### config.mk
export PLATFORM = sky130hd
export DESIGN_NAME = gcd_binary_engine_flat
export DESIGN_NICKNAME = d
export VERILOG_FILES = /design/src/rtl/gcd_binary_engine_if.sv /design/src/rtl/gcd_binary_engine.sv /design/src/flat_wrapper.sv
export SDC_FILE = /design/constraint.sdc
export NUM_CORES = 1
export LEC_CHECK = 0
export CORE_UTILIZATION = 43
export DETAILED_ROUTE_END_ITERATION = 6
export GPL_TIMING_DRIVEN = 0
export PLACE_DENSITY_LB_ADDON = 0.1
export SLEW_MARGIN = 30
export SYNTH_ARGS = -nofsm -noshare
export SYNTH_HDL_FRONTEND = slang
export SYNTH_SLANG_ARGS = --single-unit
export TNS_END_PERCENT = 20
### constraint.sdc
create_clock -name clk -period 4.7 [get_ports clk]
set_input_delay 0.94 -clock clk [delete_from_list [all_inputs] [get_ports clk]]
set_output_delay 0.94 -clock clk [all_outputs]
set_load 0.02 [all_outputs]
### src/rtl/gcd_binary_engine_if.sv
// Command/result bundle for gcd_binary_engine.
// op_cnt is present only when GCD_OP_COUNT_EN is defined.
interface gcd_binary_engine_if #(
  parameter int OP_SZ  = 8,
  parameter int CNT_SZ = 8
);
  logic              start;
  logic [OP_SZ-1:0]  A;
  logic [OP_SZ-1:0]  B;
  logic              busy;
  logic              done;
  logic [OP_SZ-1:0]  res;
`ifdef GCD_OP_COUNT_EN
  logic [CNT_SZ-1:0] op_cnt;

  modport master (output start, A, B, input busy, done, res, op_cnt);
  modport slave  (input start, A, B, output busy, done, res, op_cnt);
`else
  modport master (output start, A, B, input busy, done, res);
  modport slave  (input start, A, B, output busy, done, res);
`endif

  if (OP_SZ < 2 || OP_SZ > 64 || CNT_SZ < 1) begin : g_param_chk
    $error("gcd_binary_engine_if: OP_SZ must be 2..64 and CNT_SZ >= 1");
  end
endinterface

### src/rtl/gcd_binary_engine.sv
// Multi-cycle binary (Stein) GCD engine: shifts and subtracts only, one step per cycle.
// Optional saturating step counter on op_cnt when GCD_OP_COUNT_EN is defined.
//
// state  | meaning
// IDLE   | waiting for start; also hosts the done cycle (busy still high)
// STRIP  | removing common factors of two, counted in k
// REDUCE | Stein reduction until a==b, then a <= a<<k
// FINISH | a holds the result; load res and pulse done
module gcd_binary_engine #(
  parameter int OP_SZ  = 8,
  parameter int CNT_SZ = 8
) (
  input  logic                 clk,
  input  logic                 rst,
  gcd_binary_engine_if.slave   bus
);
  localparam int KW = $clog2(OP_SZ);

  typedef enum logic [1:0] {IDLE, STRIP, REDUCE, FINISH} state_t;

  state_t           state_q, state_d;
  logic [OP_SZ-1:0] a_q, a_d;
  logic [OP_SZ-1:0] b_q, b_d;
  logic [KW-1:0]    k_q, k_d;
  logic [OP_SZ-1:0] res_q, res_d;
  logic             busy_q, busy_d;
  logic             done_q, done_d;
  logic             accept;

  if (OP_SZ < 2 || OP_SZ > 64 || CNT_SZ < 1) begin : g_param_chk
    $error("gcd_binary_engine: OP_SZ must be 2..64 and CNT_SZ >= 1");
  end

  assign accept = (state_q == IDLE) && bus.start && !busy_q;

  always_ff @(posedge clk) begin
    if (rst) begin
      state_q <= IDLE;
      a_q     <= '0;
      b_q     <= '0;
      k_q     <= '0;
      res_q   <= '0;
      busy_q  <= 1'b0;
      done_q  <= 1'b0;
    end else begin
      state_q <= state_d;
      a_q     <= a_d;
      b_q     <= b_d;
      k_q     <= k_d;
      res_q   <= res_d;
      busy_q  <= busy_d;
      done_q  <= done_d;
    end
  end

  always_comb begin
    state_d = state_q;
    a_d     = a_q;
    b_d     = b_q;
    k_d     = k_q;
    res_d   = res_q;
    busy_d  = busy_q;
    done_d  = 1'b0;
    unique case (state_q)
      IDLE: begin
        // busy_q is only high here during the done cycle, so it drops next cycle
        busy_d = 1'b0;
        if (accept) begin
          busy_d = 1'b1;
          a_d    = bus.A;
          b_d    = bus.B;
          k_d    = '0;
          if (bus.A == '0 || bus.B == '0) begin
            a_d     = bus.A | bus.B;
            state_d = FINISH;
          end else begin
            state_d = STRIP;
          end
        end
      end
      STRIP: begin
        if (!a_q[0] && !b_q[0]) begin
          a_d = a_q >> 1;
          b_d = b_q >> 1;
          k_d = k_q + KW'(1);
        end else begin
          state_d = REDUCE;
        end
      end
      REDUCE: begin
        if (a_q == b_q) begin
          a_d     = a_q << k_q;
          state_d = FINISH;
        end else if (!a_q[0]) begin
          a_d = a_q >> 1;
        end else if (!b_q[0]) begin
          b_d = b_q >> 1;
        end else if (a_q > b_q) begin
          a_d = (a_q - b_q) >> 1;
        end else begin
          b_d = (b_q - a_q) >> 1;
        end
      end
      FINISH: begin
        res_d   = a_q;
        done_d  = 1'b1;
        state_d = IDLE;
      end
      default: state_d = IDLE;
    endcase
  end

  assign bus.busy = busy_q;
  assign bus.done = done_q;
  assign bus.res  = res_q;

`ifdef GCD_OP_COUNT_EN
  logic [CNT_SZ-1:0] cnt_q, op_cnt_q;
  logic              step;

  // every STRIP shift and every REDUCE cycle except the a==b exit modifies a or b
  assign step = ((state_q == STRIP) && !a_q[0] && !b_q[0]) ||
                ((state_q == REDUCE) && (a_q != b_q));

  always_ff @(posedge clk) begin
    if (rst) begin
      cnt_q    <= '0;
      op_cnt_q <= '0;
    end else begin
      if (accept)
        cnt_q <= '0;
      else if (step && (cnt_q != '1))
        cnt_q <= cnt_q + CNT_SZ'(1);
      if (state_q == FINISH)
        op_cnt_q <= cnt_q;
    end
  end

  assign bus.op_cnt = op_cnt_q;
`endif
endmodule

### src/flat_wrapper.sv
// flat-port wrapper written by rule: the top's interface ports become plain ports
module gcd_binary_engine_flat 
#(
  parameter int OP_SZ  = 8,
  parameter int CNT_SZ = 8
)
  (clk, rst, bus_start, bus_A, bus_B, bus_busy, bus_done, bus_res);
  gcd_binary_engine_if #(.OP_SZ(OP_SZ), .CNT_SZ(CNT_SZ)) bus_i ();
  input  logic clk;
  input  logic rst;
  input wire logic [$bits(bus_i.start)-1:0] bus_start;
  input wire logic [$bits(bus_i.A)-1:0] bus_A;
  input wire logic [$bits(bus_i.B)-1:0] bus_B;
  output wire logic [$bits(bus_i.busy)-1:0] bus_busy;
  output wire logic [$bits(bus_i.done)-1:0] bus_done;
  output wire logic [$bits(bus_i.res)-1:0] bus_res;
  assign bus_i.start = bus_start;
  assign bus_i.A = bus_A;
  assign bus_i.B = bus_B;
  assign bus_busy = bus_i.busy;
  assign bus_done = bus_i.done;
  assign bus_res = bus_i.res;
  gcd_binary_engine #(.OP_SZ(OP_SZ), .CNT_SZ(CNT_SZ)) u_core (.clk(clk), .rst(rst), .bus(bus_i));
endmodule
# Word-level counts from Yosys, hierarchy flattened
# Index checks and enable logic that the tools add are counted.
[op_classes] add_sub_neg=3 order_cmp=1 n_eq_ne=13 n_shift=1 n_mux=25 n_bitwise=1 reduce_logical=18
[op_table] cell="8-bit two-way mux" n=13
[op_table] cell="8-bit one-hot mux with 3 select lines" n=2
[op_table] cell="8-bit zero test" n=2
[op_table] cell="8-bit subtractor" n=2
[op_table] cell="5-bit AND reduction" n=2
[op_table] cell="3-bit AND reduction" n=3
[op_table] cell="8-bit == test" n=1
[op_table] cell="8-bit greater-than comparator" n=1
[op_table] cell="2-bit two-way mux" n=4
[op_table] cell="2-bit by 1-bit != test with 1-bit output (second input constant)" n=4
[op_table] cell="4-bit != test (second input constant)" n=2
[op_table] cell="8-bit OR" n=1
[op_table] cell="2-bit one-hot mux with 4 select lines" n=1
[op_table] cell="8-bit by 3-bit left shift with 8-bit output" n=1
[op_table] cell="3-bit two-way mux" n=2
[op_table] cell="3-bit one-hot mux with 2 select lines" n=1
[op_table] cell="6-bit AND reduction" n=1
[op_table] cell="2-bit == test (second input constant)" n=2
[op_table] cell="2-bit != test (second input constant)" n=2
[op_table] cell="3-bit by 1-bit adder with 3-bit output (second input constant)" n=1
[op_table] cell="1-bit logical AND" n=3
[op_table] cell="1-bit zero test" n=3
[op_table] cell="3-bit != test (second input constant)" n=1
[op_table] cell="3-bit nonzero test" n=1
[op_table] cell="other kinds (5)" n=6
[totals] regBits=31 input_bits=19

# Logic depth before layout (Yosys ltp)
[logic_depth] word_depth=6 depth_mapped=12 mapped_depth_nobuf=10

# Least setup slack after synthesis
# Ideal clock, no wire load.
[synth_path] kind="reg-to-reg" from="register u_core.a_q[0]" to="register u_core.a_q[6]" setup_time_ps=144 arrival_ps=2432 required_time_ps=4556 path_slack_ps=2124 stages_incl_launch_ff=12 synth_period_minus_slack_ps=2576 path_cell_list="dfxtp_1 -> buf_2 -> inv_1 -> ha_1 -> fa_1 -> and2b_4 -> o31ai_4 -> o21ai_4 -> o221ai_4 -> a2111o_1 -> a21oi_1 -> a2111oi_2"
[synth_between] elab_chain_cells=6 elab_cells_between_ends=15 cone_classes="add/sub (1); order compare (1); eq/ne (4); shift (1); mux (5); reduce/logical (3)"
[synth_lines] element="start, declared" line="gcd_binary_engine.sv:22" rtl="logic [OP_SZ-1:0] a_q, a_d;"
[synth_lines] element="start signal, assigned" line="gcd_binary_engine.sv:39" rtl="a_q <= '0;"
[synth_lines] element="start signal, assigned" line="gcd_binary_engine.sv:47" rtl="a_q <= a_d;"
[synth_lines] element="8-bit subtractor" line="gcd_binary_engine.sv:99" rtl="a_d = (a_q - b_q) >> 1;"
[synth_lines] element="8-bit two-way mux" line="gcd_binary_engine.sv:98" rtl="end else if (a_q > b_q) begin"
[synth_lines] element="8-bit two-way mux" line="gcd_binary_engine.sv:96" rtl="end else if (!b_q[0]) begin"
[synth_lines] element="8-bit two-way mux" line="gcd_binary_engine.sv:94" rtl="end else if (!a_q[0]) begin"
[synth_lines] element="8-bit two-way mux" line="gcd_binary_engine.sv:91" rtl="if (a_q == b_q) begin"
[synth_lines] element="8-bit one-hot mux with 3 select lines" line="gcd_binary_engine.sv:64" rtl="unique case (state_q)"
# Several ways; a longest one is shown, not always the timed one. The select of a mux whose other input is x is not followed.
# A chain may end at the register's enable or synchronous reset.

# Worst setup path after layout
[layout_path] from="register u_core.a_q[0]" to="register u_core.a_q[5]"
# Same word-level chain as after synthesis.

==> metrics.txt <==
# TYPE chip_impl_metric gauge
chip_impl_metric{name="chipHeight",unit="µm"} 83.33
chip_impl_metric{name="final_critical_path_setup_slack",unit="ns"} 1.770
chip_impl_metric{name="yosys_register_bits",unit=""} 31
chip_impl_info{name="cp-end-kind",value="register"} 1
chip_impl_metric{name="power.density",unit="nW/µm²"} 727.7
chip_impl_info{name="synth_top_flop_cell",value="dfxtp_1"} 1
chip_impl_metric{name="firstDrtPassIters",unit=""} 5
chip_impl_metric{name="core_region_area",unit="µm²"} 6350
chip_impl_metric{name="grt_max_degree",unit=""} 11
chip_impl_metric{name="yosysTopAreaCellShare",unit="%"} 21.82
chip_impl_metric{name="floorplan.initialDensity",unit="%"} 44.79
chip_impl_metric{name="htree_levels",unit=""} 2
chip_impl_metric{name="synth_nets",unit=""} 388
chip_impl_metric{name="dp.cells",unit=""} 449
chip_impl_metric{name="grt_util_all_layers",unit="%"} 24.52
chip_impl_info{name="synth.largest_area_cell",value="dfxtp_1"} 1
chip_impl_metric{name="post_layout_power",unit="W"} 0.002429
chip_impl_info{name="critPathSlowestCell",value="fa_1"} 1
chip_impl_metric{name="grt_overflow",unit=""} 0
chip_impl_info{name="timing.setup.critical_path_class",value="reg -> reg"} 1
chip_impl_metric{name="synthesis.yosys.warnings",unit=""} 0
chip_impl_metric{name="vdd.ir_drop.worst",unit="V"} 0.0003777
chip_impl_metric{name="cts_post_setup_buffers_inserted",unit=""} 0
chip_impl_metric{name="viasPerCell",unit=""} 5.897
chip_impl_metric{name="die_area",unit="µm²"} 6943
chip_impl_metric{name="final_hold_vio_count",unit=""} 0
chip_impl_metric{name="synthesis.area_per_instance",unit="µm²"} 8.267
chip_impl_metric{name="drt_drc",unit=""} 0
chip_impl_metric{name="setup_tns_after_final_layout",unit="ns"} 0
chip_impl_metric{name="ant_nets",unit=""} 0
chip_impl_metric{name="global_route_wire_length_before_repair",unit="µm"} 13400
chip_impl_metric{name="worst_slew_pin_slew",unit="ns"} 0.7955
chip_impl_metric{name="fmaxAchievable",unit="MHz"} 341.3
chip_impl_info{name="routed.top_layer",value="met4"} 1
chip_impl_info{name="outcome",value="complete, no violations"} 1
chip_impl_metric{name="final.period_utilization",unit="%"} 62.33
chip_impl_info{name="cp_cell_sequence",value="buf_2, inv_1, ha_1, fa_1, and2b_4, o31ai_4, o21ai_4, nand2_4, nor3_4, a221oi_1, o41ai_1"} 1
chip_impl_metric{name="antenna_cells",unit=""} 0
chip_impl_metric{name="fin_crit",unit="ns"} 2.930
chip_impl_metric{name="tritoncts_sink_count",unit=""} 31
chip_impl_metric{name="portBuffers",unit=""} 28
chip_impl_metric{name="grt_pass1_vias",unit=""} 2600
chip_impl_metric{name="die_w",unit="µm"} 83.33
chip_impl_metric{name="postCtsResizedCells",unit=""} 0
chip_impl_metric{name="rows",unit=""} 29
chip_impl_metric{name="synth_area",unit="µm²"} 2844
chip_impl_metric{name="drive_above_1_share",unit="%"} 10.53
chip_impl_metric{name="worstPathMaxFanout",unit=""} 10
chip_impl_metric{name="min_delay_path_depth",unit=""} 2
chip_impl_metric{name="dp_hpwl",unit="µm"} 6240
chip_impl_metric{name="design.final.nets",unit=""} 423
chip_impl_metric{name="worst_ep_required_time",unit="ns"} 4.89
chip_impl_info{name="worst_setup_path_start_kind",value="register"} 1
chip_impl_metric{name="critPathMaxStageDelay",unit="ns"} 0.39
chip_impl_metric{name="synthToLayoutAreaGrowth",unit="%"} 17.38
chip_impl_info{name="cts_root_buffer",value="clkbuf_8"} 1
chip_impl_metric{name="cts.reportedPaths.clkPinSlew",unit="ns"} 0.07
chip_impl_metric{name="clkLatencyLatePin",unit="ns"} 0.29
chip_impl_metric{name="wl_met2",unit="µm"} 3731
chip_impl_metric{name="routed-wl-met3",unit="µm"} 555
chip_impl_info{name="post_synth_main_area_contributors",value="dfxtp_1, ha_1, mux2i_1"} 1
chip_impl_metric{name="synth_cell_types",unit=""} 62
chip_impl_metric{name="avgRoutedWirePerCell",unit="µm"} 18.22
chip_impl_metric{name="route.layer.met1.wl",unit="µm"} 3947
chip_impl_metric{name="globalplace.congestion",unit=""} 0.8543
chip_impl_metric{name="syn-instance-count",unit=""} 344
chip_impl_metric{name="cts_buffers",unit=""} 5
chip_impl_metric{name="clock-skew-final",unit="ns"} 0.005108
chip_impl_metric{name="number_of_enable_flip_flop_cells_after_synthesis",unit=""} 0
chip_impl_metric{name="max_slew_violation_count",unit=""} 0
chip_impl_metric{name="max_cap_viol_count",unit=""} 0
chip_impl_info{name="tritoncts",value="yes"} 1
chip_impl_metric{name="yosysSeqAreaShare",unit="%"} 21.82
chip_impl_metric{name="design.portCount",unit=""} 29
chip_impl_info{name="hp-class",value="reg -> reg"} 1
chip_impl_metric{name="worst-endpoint-arrival",unit="ns"} 3.12
chip_impl_metric{name="postRouteWirelength",unit="µm"} 8328
chip_impl_metric{name="power.leakage",unit="nW"} 1.220
chip_impl_metric{name="synthArstFlopShare",unit="%"} 0
chip_impl_metric{name="grt_antenna_before_repair",unit=""} 0
chip_impl_metric{name="slew_headroom",unit="%"} 46.96
chip_impl_metric{name="minimum_setup_slack_after_placement",unit="ns"} 1.705
chip_impl_metric{name="detailedRoute.firstIterationViolations",unit=""} 185
chip_impl_metric{name="final_cells",unit=""} 457
chip_impl_metric{name="dr_total_vias",unit=""} 2695
chip_impl_metric{name="reg2regPathDepth",unit=""} 11
chip_impl_info{name="grt_setup_unrepaired",value="false"} 1
chip_impl_metric{name="ctsLongestPathBuffers",unit=""} 2
chip_impl_metric{name="finalSetupViolCount",unit=""} 0
chip_impl_metric{name="holdBufCountCts",unit=""} 0
==> routing by layer <==
layer,track usage (%),vias to the layer above
li1,-,1327
met1,33.46,1264
met2,38.30,94
met3,5.567,10
met4,7.680,0
met5,0,-
==> final cells by class <==
cell class	count	area [µm²]
buffer	21	105.1
tap	77	96.34
clock inverter	2	35.03
timing repair buffer	28	280.3
sequential	31	620.6
clock buffer	6	82.58
fill	588	3012
inverter	24	90.09
multi-input combinational	268	2028
==> logic make-up (layout without fill, tap and decap cells) <==
| kind of cell | count (synthesis) | after routing | synth area share (%) |
|---|---|---|---|
| xor+xnor | 8 | 8 | 2.463 |
| flops | 31 | 31 | 21.82 |
| compound gates | 101 | 101 | 26.49 |
| mux | 20 | 20 | 8.403 |
| buf+inv | 45 | 81 | 6.863 |
| fa+ha+maj | 25 | 25 | 11.53 |
| simple gates | 114 | 114 | 22.44 |
==> path summary, 6_finish.rpt <==
| path | slack [ns] | endpoint | from |
|---|---|---|---|
| setup / recovery | 1.77 | u_core.a_q[5] | u_core.a_q[0] |
| hold / removal | 0.49 | u_core.b_q[7] | u_core.b_q[7] |
| setup reg to reg | 1.77 | u_core.a_q[5] | u_core.a_q[0] |
| hold reg to reg | 0.49 | u_core.b_q[7] | u_core.b_q[7] |
==> critical path, delay by kind of cell (launching register included) <==
family | cells | cell delay, ns
buffers and inverters | 2 | 0.36
AOI/OAI and AO/OA | 4 | 0.79
DFF | 1 | 0.37
and+or+nand+nor | 3 | 0.70
adders and majority gates | 2 | 0.61
==> sequential cells by signal, indices dropped and copies added (netlist names) <==
signal and count:
u_core.bus.done 1, u_core.b_q 8, u_core.a_q 8, u_core.k_q 3, u_core.bus.busy 1, u_core.bus.res 8
u_core.state_q 2
==> synthesized netlist by cell type, types with 10 or more instances <==
cell type and n:
dfxtp_1 31, nor2_1 31, a21oi_1 26, nand2_1 25, inv_1 24, ha_1 23
mux2i_1 16, nand3b_1 15, o21ai_0 15, a221oi_1 11, clkbuf_1 10
==> cells in the final DEF, fill, tap and decap left out, types with 9 or more instances in the layout <==
master / n
ha_1: 23
dfxtp_1: 31
nand3_1: 9
nand2_1: 25
o41ai_1: 9
a221oi_1: 11
mux2i_1: 16
inv_1: 24
nor2_1: 31
o21ai_0: 15
clkbuf_1: 10
nand3b_1: 15
clkdlybuf4s50_1: 28
a21oi_1: 26
==> power by group <==
part | internal [W] | switching [W]
registers | 0.000331 | 0.000107
logic | 0.000689 | 0.00102
clock network | 0.000172 | 0.000112
==> metrics by stage <==
| step | hold WS [ns] | utilization, % | cell area [µm²] |
|---|---|---|---|
| floorplan | 0.4447 | - | 2844 |
| global placement | 0.4720 | 50.72 | 3221 |
| detailed placement | 0.4683 | 50.72 | 3221 |
| CTS | 0.4808 | 52.57 | 3338 |
| global route | 0.5200 | 52.57 | 3338 |
| finish | 0.4853 | 52.57 | 3338 |
Note: power is estimated with default switching activity, not from simulation.
